===== config.mk =====
export PLATFORM = sky130hd
export DESIGN_NAME = popcount_frame_acc
export DESIGN_NICKNAME = d
export VERILOG_FILES = /design/src/rtl/popcount_frame_acc.sv
export SDC_FILE = /design/constraint.sdc
export NUM_CORES = 1
export LEC_CHECK = 0
export BUFFER_PORTS_ARGS = -buffer_cell sky130_fd_sc_hd__buf_4
export CAP_MARGIN = 10
export CORE_ASPECT_RATIO = 1.75
export CORE_UTILIZATION = 51
export DETAILED_ROUTE_END_ITERATION = 10
export GPL_TIMING_DRIVEN = 0
export PLACE_DENSITY = 0.74
export SLEW_MARGIN = 20
export SYNTH_ARGS = -nofsm -noshare
export SYNTH_HDL_FRONTEND = slang
export SYNTH_SLANG_ARGS = --single-unit

===== constraint.sdc =====
create_clock -name clk -period 1.97 [get_ports clk]
set_input_delay 0.0985 -clock clk [delete_from_list [all_inputs] [get_ports clk]]
set_output_delay 0.0985 -clock clk [all_outputs]
set_load 0.01 [all_outputs]

===== src/rtl/popcount_frame_acc.sv =====
// popcount_frame_acc
//   Consumer end of a 7:3 compressor popcount path. Each beat carries LANES
//   (cout, carry, sum) triples, each worth 4*cout + 2*carry + sum (0..7).
//   Stage 1 registers the per-beat lane total. Stage 2 adds it into a
//   saturating frame accumulator. One cycle after the last beat has been
//   accumulated, the frame total is published and held until it is
//   accepted downstream.
//
// Ports
//   clk        rising-edge clock
//   reset      asynchronous active-high reset
//   abort      synchronous frame abort, returns the block to its reset state
//   in_valid   input beat valid
//   in_ready   block can accept a beat
//   in_last    final beat of the frame
//   in_cout    weight-4 bit per lane
//   in_carry   weight-2 bit per lane
//   in_sum     weight-1 bit per lane
//   out_valid  frame total valid
//   out_ready  downstream accepts the total
//   out_total  saturated frame count
//   out_ovf    saturation occurred in this frame
module popcount_frame_acc #(
   parameter int LANES = 8,
   parameter int ACC_W = 16
) (
   input  logic             clk,
   input  logic             reset,
   input  logic             abort,
   input  logic             in_valid,
   output logic             in_ready,
   input  logic             in_last,
   input  logic [LANES-1:0] in_cout,
   input  logic [LANES-1:0] in_carry,
   input  logic [LANES-1:0] in_sum,
   output logic             out_valid,
   input  logic             out_ready,
   output logic [ACC_W-1:0] out_total,
   output logic             out_ovf
);

   // Width that holds the largest beat value, 7*LANES.
   localparam int BV_W = $clog2(7 * LANES + 1);

   typedef enum logic [1:0] {
      IDLE  = 2'd0,
      ACCUM = 2'd1,
      HOLD  = 2'd2
   } state_t;

   state_t             state_reg, state_next;
   logic               s1_valid_reg, s1_valid_next;
   logic [BV_W-1:0]    s1_val_reg, s1_val_next;
   logic               s1_last_reg, s1_last_next;
   logic [ACC_W-1:0]   acc_reg, acc_next;
   logic               ovf_reg, ovf_next;
   logic               fin_reg, fin_next;
   logic               block_reg, block_next;
   logic               out_valid_reg, out_valid_next;
   logic [ACC_W-1:0]   out_total_reg, out_total_next;
   logic               out_ovf_reg, out_ovf_next;

   // Each triple is already the binary form of the lane count.
   logic [2:0]         lane_val [LANES];
   logic [BV_W-1:0]    beat_val;
   logic               accept;
   logic [ACC_W:0]     acc_sum;
   logic               acc_sat;

   genvar gi;
   generate
      for (gi = 0; gi < LANES; gi++) begin : g_lane
         assign lane_val[gi] = {in_cout[gi], in_carry[gi], in_sum[gi]};
      end
   endgenerate

   always_comb begin
      beat_val = '0;
      for (int i = 0; i < LANES; i++) begin
         beat_val = beat_val + BV_W'(lane_val[i]);
      end
   end

   // block_reg is set by an accepted last beat and cleared by the output
   // handshake, so intake stays closed until the total has been taken.
   assign in_ready = !abort && !block_reg;
   assign accept   = in_valid && in_ready;

   // One extra bit lets the carry-out serve as the saturation flag.
   assign acc_sum = {1'b0, acc_reg} + (ACC_W + 1)'(s1_val_reg);
   assign acc_sat = acc_sum[ACC_W];

   always_comb begin
      state_next     = state_reg;
      s1_valid_next  = accept;
      s1_val_next    = accept ? beat_val : s1_val_reg;
      s1_last_next   = accept && in_last;
      acc_next       = acc_reg;
      ovf_next       = ovf_reg;
      fin_next       = 1'b0;
      block_next     = block_reg;
      out_valid_next = out_valid_reg;
      out_total_next = out_total_reg;
      out_ovf_next   = out_ovf_reg;

      if (s1_valid_reg) begin
         acc_next = acc_sat ? {ACC_W{1'b1}} : acc_sum[ACC_W-1:0];
         if (acc_sat) begin
            ovf_next = 1'b1;
         end
         // fin marks that the last beat has now reached the accumulator.
         fin_next = s1_last_reg;
      end

      if (accept && in_last) begin
         block_next = 1'b1;
      end

      case (state_reg)
         IDLE: begin
            if (accept) begin
               state_next = ACCUM;
            end
         end
         ACCUM: begin
            if (fin_reg) begin
               out_total_next = acc_reg;
               out_ovf_next   = ovf_reg;
               out_valid_next = 1'b1;
               state_next     = HOLD;
            end
         end
         HOLD: begin
            if (out_valid_reg && out_ready) begin
               out_valid_next = 1'b0;
               acc_next       = '0;
               ovf_next       = 1'b0;
               block_next     = 1'b0;
               state_next     = IDLE;
            end
         end
         default: begin
            state_next = IDLE;
         end
      endcase

      if (abort) begin
         state_next     = IDLE;
         s1_valid_next  = 1'b0;
         s1_val_next    = '0;
         s1_last_next   = 1'b0;
         acc_next       = '0;
         ovf_next       = 1'b0;
         fin_next       = 1'b0;
         block_next     = 1'b0;
         out_valid_next = 1'b0;
         out_total_next = '0;
         out_ovf_next   = 1'b0;
      end
   end

   always_ff @(posedge clk or posedge reset) begin
      if (reset) begin
         state_reg     <= IDLE;
         s1_valid_reg  <= 1'b0;
         s1_val_reg    <= '0;
         s1_last_reg   <= 1'b0;
         acc_reg       <= '0;
         ovf_reg       <= 1'b0;
         fin_reg       <= 1'b0;
         block_reg     <= 1'b0;
         out_valid_reg <= 1'b0;
         out_total_reg <= '0;
         out_ovf_reg   <= 1'b0;
      end else begin
         state_reg     <= state_next;
         s1_valid_reg  <= s1_valid_next;
         s1_val_reg    <= s1_val_next;
         s1_last_reg   <= s1_last_next;
         acc_reg       <= acc_next;
         ovf_reg       <= ovf_next;
         fin_reg       <= fin_next;
         block_reg     <= block_next;
         out_valid_reg <= out_valid_next;
         out_total_reg <= out_total_next;
         out_ovf_reg   <= out_ovf_next;
      end
   end

   assign out_valid = out_valid_reg;
   assign out_total = out_total_reg;
   assign out_ovf   = out_ovf_reg;

endmodule


==> summary.md, run 1 <==
| Metric | Value |
|---|---|
| Status | `finished, violations left` |
| Failing checks | `DRC, setup timing` |
| H-Tree Depth | `2` |
| MaxCap Viol Count | `0` |
| Tightest Pin Transition | `0.902 ns` |
| GR Util All Layers | `22.6%` |
| Syn_nets | `316` |
| Period Utilization, post-route | `142%` |
| Share of layout cells above drive strength 1 | `35.2%` |
| Critical path's largest stage delay | `0.53 ns` |
| Arrival @ worst endpoint | `2.99 ns` |
| Fin cells | `382` |
| Fin. Hold Viols | `0` |
| DP HPWL | `4680 um` |
| Critical path, cell by cell | `buf_8 > inv_8 > fa_1 > inv_1 > fa_2 > fa_1 > fa_1 > ha_2 > fa_2 > nand2_1 > o21ai_1` |
| Post-DRT Antenna Nets | `0` |
| Placed insts | `360` |
| Largest net degree at the start of global routing | `32` |
| Most frequent cells in the layout | `buf_4 (57), dfrtp_1 (47), inv_1 (36), a22o_1 (17), fa_1 (13)` |
| Cell Rows | `35` |
| Slowest stage cell on the critical path | `fa_2` |
| Prevailing post-synth register cell | `dfrtp_1` |
| FF+latch count, synth | `47` |
| Max VDD drop | `0.442 mV` |
| Initial antenna violation count | `0` |
| Initial DRC count | `79` |
| Total global routing overflow | `0` |
| CTS Sinks | `47` |
| Worst-Skew Late Latency | `0.31 ns` |
| Post-Syn Area per Cell | `10.9 um2` |
| Worst path buffer plus inverter count | `3` |
| Clk_skew | `0.00890 ns` |
| Post-DP Area | `3270 um2` |
| Number of port buffers | `48` |
| Area Overhead vs Synth | `30.9%` |
| Via count | `2254` |
| WHS | `0.0845 ns` |
| HP Class | `in -> reg` |
| Most common cell after layout, fill and taps aside | `buf_4` |
| TritonCTS clock tree | `done` |
| Static Leak | `1.71 nW` |
| WP data required | `2.16 ns` |
| Worst-path fanout max | `2` |
| Fin area | `3660 um2` |
| Average routed wire per standard cell | `16.4 um` |
| CORE AREA | `5260 um2` |
| Initial core utilization | `53.2%` |
| Clock root buffer | `clkbuf_8` |
| FMAX | `0.357 GHz` |
| Synth warn | `0` |
| PwrDens | `730 nW/um2` |
| TritonRoute pass-1 iters | `7` |
| Num ports | `49` |
| Total CTS buffers | `5` |
| Crit path max-delay family | `adder cells` |
| # diodes | `0` |
| Final setup fails | `14` |
| Final Critical Period | `2.80 ns` |
| Setup TNS | `-3.24 ns` |
| Setup crit end kind | `flop` |
| Fin worst setup slack | `-0.832 ns` |
| # fillers | `399` |
| Number of global-route vias before repair | `2205` |
| DR DRC count | `3` |
| Routed vias/inst | `5.90` |
| GPL Wtd Cong | `0.851` |
| Synth unique cells | `46` |
| Crit start category | `input pin` |
| Final #Nets | `386` |
| Die Y | `100 um` |
| Mapped Cells | `256` |
| Post-Synthesis Cell Area | `2800 um2` |
| Post-detailed-routing wire length | `6280 um` |
| Pwr Total | `2.67 mW` |
| Slew HR | `39.6%` |
| Crit-path most repeated cell | `fa_1` |
| Chip width | `58.0 um` |
| First-pass GRT wire length | `10000 um` |
| Clock buffer depth | `2` |
| Die area | `5790 um2` |
| Max-slew violation count | `0` |
| Setup repair after global routing missed its margin | `true` |
| Async S/R FF share, synth | `100%` |
| Number of synthesized flops with an enable pin | `0` |
| Register area share after synthesis | `42.1%` |
| Setup CP Type | `in -> reg` |
| CTS clk-pin slew, worst paths | `0.09 ns` |
-- cell families after synthesis --
kind of cell	after synthesis	synth area share (%)
and+or+nand+nor	53	10.5
muxes	1	0.403
xor gates and xnor gates	5	1.57
DFF	47	42.1
buffers and inverters	46	6.22
AOI/OAI and AO/OA	74	21.0
adders and majority gates	30	18.3
-- worst paths after layout --
check	to	from	slack [ns]	depth (start not counted)
max	s1_val_reg[3]	in_cout[3]	-0.83	11
min	state_reg[1]	out_ready	0.08	4
max reg2reg	acc_reg[9]	s1_val_reg[0]	-0.09	7
min reg2reg	fin_reg	s1_last_reg	0.49	2
max in group asynchronous	acc_reg[1]	reset	1.15	4
min in group asynchronous	acc_reg[15]	reset	0.34	3
-- layer usage --
metal	routed length [um]	share of wire (%)	vias to the layer above	global-route usage, %
met5	0	0	-	0
met4	176	2.8	0	11.4
met3	182	2.9	17	3.09
met2	3700	59	72	42.8
met1	2220	35	1111	23.5
li1	-	-	1054	-
-- metrics by stage --
stage / setup WS (ns) / util (%)
5_1_grt: -0.882 / 69.7
3_5_place_dp: -1.18 / 62.2
2_1_floorplan: -0.923 / -
4_1_cts: -0.835 / 67.5
3_3_place_gp: -1.12 / 61.8
6_report: -0.832 / 69.7
-- area by class of cell --
type	count	area, um2	area share (%)
well taps	55	68.8	1.88
clock inverters	3	20.0	0.547
inverters	40	158	4.31
flip-flops and latches	47	1180	32.1
repair buffers	63	507	13.8
clock buffers	5	68.8	1.88
plain buffers	6	23.8	0.649
multi-input cells	163	1640	44.8
-- synth_stat cells, drive strengths merged (2+ instances only) --
master    n  share of area, %
ha       12               5.4
nand2b    4              0.89
o21ai    13               2.3
a21oi     9               1.6
o221a     6               2.4
a22o     17               5.3
nand4     2              0.45
xor2      3              0.94
or3       5               1.3
nor2     11               1.5
a41oi     2              0.63
a211oi    6               1.6
nor2b     2              0.45
xnor2     2              0.63
and3      2              0.49
inv      40               5.4
o41ai     2               1.3
clkbuf    4              0.54
nand2     9               1.2
a31oi     7               1.6
nand3b    4               1.1
o2111ai   3               1.6
dfrtp    47                42
a21o      2              0.54
o21a      2              0.54
nand3     5               1.3
nor3      6               1.1
buf       2              0.31
fa       18                13
-- report_power, final --
part           switching, mW  total [mW]  leakage (nW)  internal [mW]
logic                  0.505       0.997          1.02          0.492
clock network          0.339       0.586        0.0402          0.247
registers             0.0693        1.09         0.647           1.02
-- worst register-to-register path, delay by kind of cell, from the launching register on --
kind	cells	cell delay, ns
buffers and inverters	1	0.19
DFF	1	0.40
adders and majority gates	2	0.58
AOI/OAI and AO/OA	4	0.75
-- what timing repair did --
item,CTS,global route
cloned,0,0
endpoints found under the hold margin,16,0
setup endpoints to repair,22,22
hold buffers,1,0
pin swaps,18,19
gates resized for setup,24,19
buffers inserted,9,6
Power figures use the tool's default switching activity.
==> inputs of run 2 (changes only) <==
- CORE_UTILIZATION: 51 -> 56
- PLACE_DENSITY: 0.74 -> 0.77
- clock period: 1.97 -> 2.9 ns (I/O delays scaled with it)
==> run 2 against run 1 <==
The run now ends clean; core utilization up 2.2 points; global-route usage down 0.35 points; combinational power fell by 40%; largest cell class unchanged; final cell count down 4.2%; clock skew decreased by 0.0010 ns; sequential cell count unchanged; sequential share of layout area increased by 2.3 points; register-to-register slack improved by 0.54 ns; sequential power down 33%; final area is 6.8% lower; routed wire length shrank 14%; setup slack improved by 0.89 ns.
==> summary.md, run 2 (same netlist as run 1, synthesis figures left out) <==
| Metric | Value |
|---|---|
| Status | `completed` |
| Worst-path fanout max | `2` |
| Final Critical Period | `2.84 ns` |
| TritonCTS clock tree | `done` |
| Final setup fails | `0` |
| # diodes | `0` |
| TritonRoute pass-1 iters | `4` |
| DR DRC count | `0` |
| Critical path's largest stage delay | `0.52 ns` |
| Largest net degree at the start of global routing | `25` |
| GR Util All Layers | `22.3%` |
| Die Y | `95.5 um` |
| Initial core utilization | `58.9%` |
| First-pass GRT wire length | `9290 um` |
| Number of port buffers | `48` |
| Via count | `2161` |
| Period Utilization, post-route | `98.1%` |
| PwrDens | `535 nW/um2` |
| Die area | `5290 um2` |
| Fin. Hold Viols | `0` |
| Placed insts | `357` |
| Total global routing overflow | `0` |
| Crit start category | `input pin` |
| CTS clk-pin slew, worst paths | `0.08 ns` |
| Number of global-route vias before repair | `2194` |
| H-Tree Depth | `2` |
| Post-detailed-routing wire length | `5420 um` |
| Share of layout cells above drive strength 1 | `23.9%` |
| Total CTS buffers | `5` |
| GPL Wtd Cong | `0.817` |
| Cell Rows | `33` |
| Clock buffer depth | `2` |
| Num ports | `49` |
| Slew HR | `49.9%` |
| Arrival @ worst endpoint | `3.02 ns` |
| Post-DRT Antenna Nets | `0` |
| Setup crit end kind | `flop` |
| Max VDD drop | `0.527 mV` |
| Crit-path most repeated cell | `fa_1` |
| Critical path, cell by cell | `buf_6 > inv_8 > fa_1 > inv_1 > fa_1 > fa_1 > fa_1 > ha_2 > fa_2 > xnor2_2 > o21ai_0` |
| Most frequent cells in the layout | `dfrtp_1 (47), buf_4 (47), inv_1 (37), a22o_1 (17), fa_1 (15)` |
| Fin cells | `366` |
| Max-slew violation count | `0` |
| Area Overhead vs Synth | `22.1%` |
| Crit path max-delay family | `adder cells` |
| Average routed wire per standard cell | `14.8 um` |
| Pre-CTS WS | `-0.301 ns` |
| WHS | `0.117 ns` |
| DP HPWL | `4450 um` |
| Setup CP Type | `in -> reg` |
| Fin worst setup slack | `0.0562 ns` |
| Tightest Pin Transition | `0.748 ns` |
| Initial antenna violation count | `0` |
| FMAX | `0.352 GHz` |
| CTS Sinks | `47` |
| Pwr Total | `1.82 mW` |
| Routed vias/inst | `5.90` |
| MaxCap Viol Count | `0` |
| Worst-Skew Late Latency | `0.30 ns` |
| Static Leak | `1.66 nW` |
| Clk_skew | `0.00790 ns` |
| Chip width | `55.4 um` |
| CORE AREA | `4750 um2` |
| Fin util | `71.9%` |
| Worst path buffer plus inverter count | `3` |
| WP data required | `3.07 ns` |
| Clock root buffer | `clkbuf_8` |
| Setup repair after global routing missed its margin | `true` |
| Slowest stage cell on the critical path | `fa_1` |
| HP Class | `in -> reg` |
| Final #Nets | `373` |
| Initial DRC count | `50` |
## run 2: where the power goes
part | internal [mW] | switching (mW)
combinational | 0.277 | 0.317
clock | 0.284 | 0.219
sequential | 0.693 | 0.0346
total | 1.25 | 0.570
## run 2: final timing paths
check	from	to	slack, ns	cells past startpoint
worst max-delay path	in_cout[3]	s1_val_reg[4]	0.06	11
worst min-delay path	in_last	s1_last_reg	0.12	2
worst max register to register	s1_val_reg[0]	acc_reg[2]	0.45	6
worst min register to register	state_reg[1]	state_reg[0]	0.47	1
max in group asynchronous	reset	s1_val_reg[2]	1.96	4
min in group asynchronous	reset	out_total[10]	0.44	3
## run 2: worst register-to-register path: stages (launching register included)
cell	delay [ns]
dfrtp_1	0.41
ha_1	0.25
fa_1	0.42
a211oi_1	0.41
o21a_1	0.42
o41ai_4	0.17
o221a_1	0.26
## run 2: layer usage
metal	up-vias	track usage, %	wire, um
met5	-	0	0
met4	0	11.0	187
met3	15	2.71	137
met2	50	43.5	3110
met1	1067	23.1	1980
li1	1029	-	-
## run 2: cell type report
class                      instances  area [um2]
buffer                             6        23.8
clock buffer                       6        82.6
clock inverter                     2        38.8
fill                             377        1340
inverter                          40         158
multi-input combinational        163        1470
sequential                        47        1180
tap                               52        65.1
timing repair buffer              50         402
## run 2: per-stage QoR
step | setup TNS, ns | area (um2)
2_1_floorplan | -0.0656 | 2810
3_3_place_gp | -0.698 | 3240
3_5_place_dp | -0.827 | 3270
4_1_cts | 0 | 3400
5_1_grt | -0.0227 | 3410
6_report | 0 | 3410
## run 2: what timing repair did
item	in CTS	in global routing
hold buffers	1	0
gates resized for setup	0	4
endpoints found under the setup margin	0	3
endpoints found under the hold margin	23	0
setup buffers	0	0
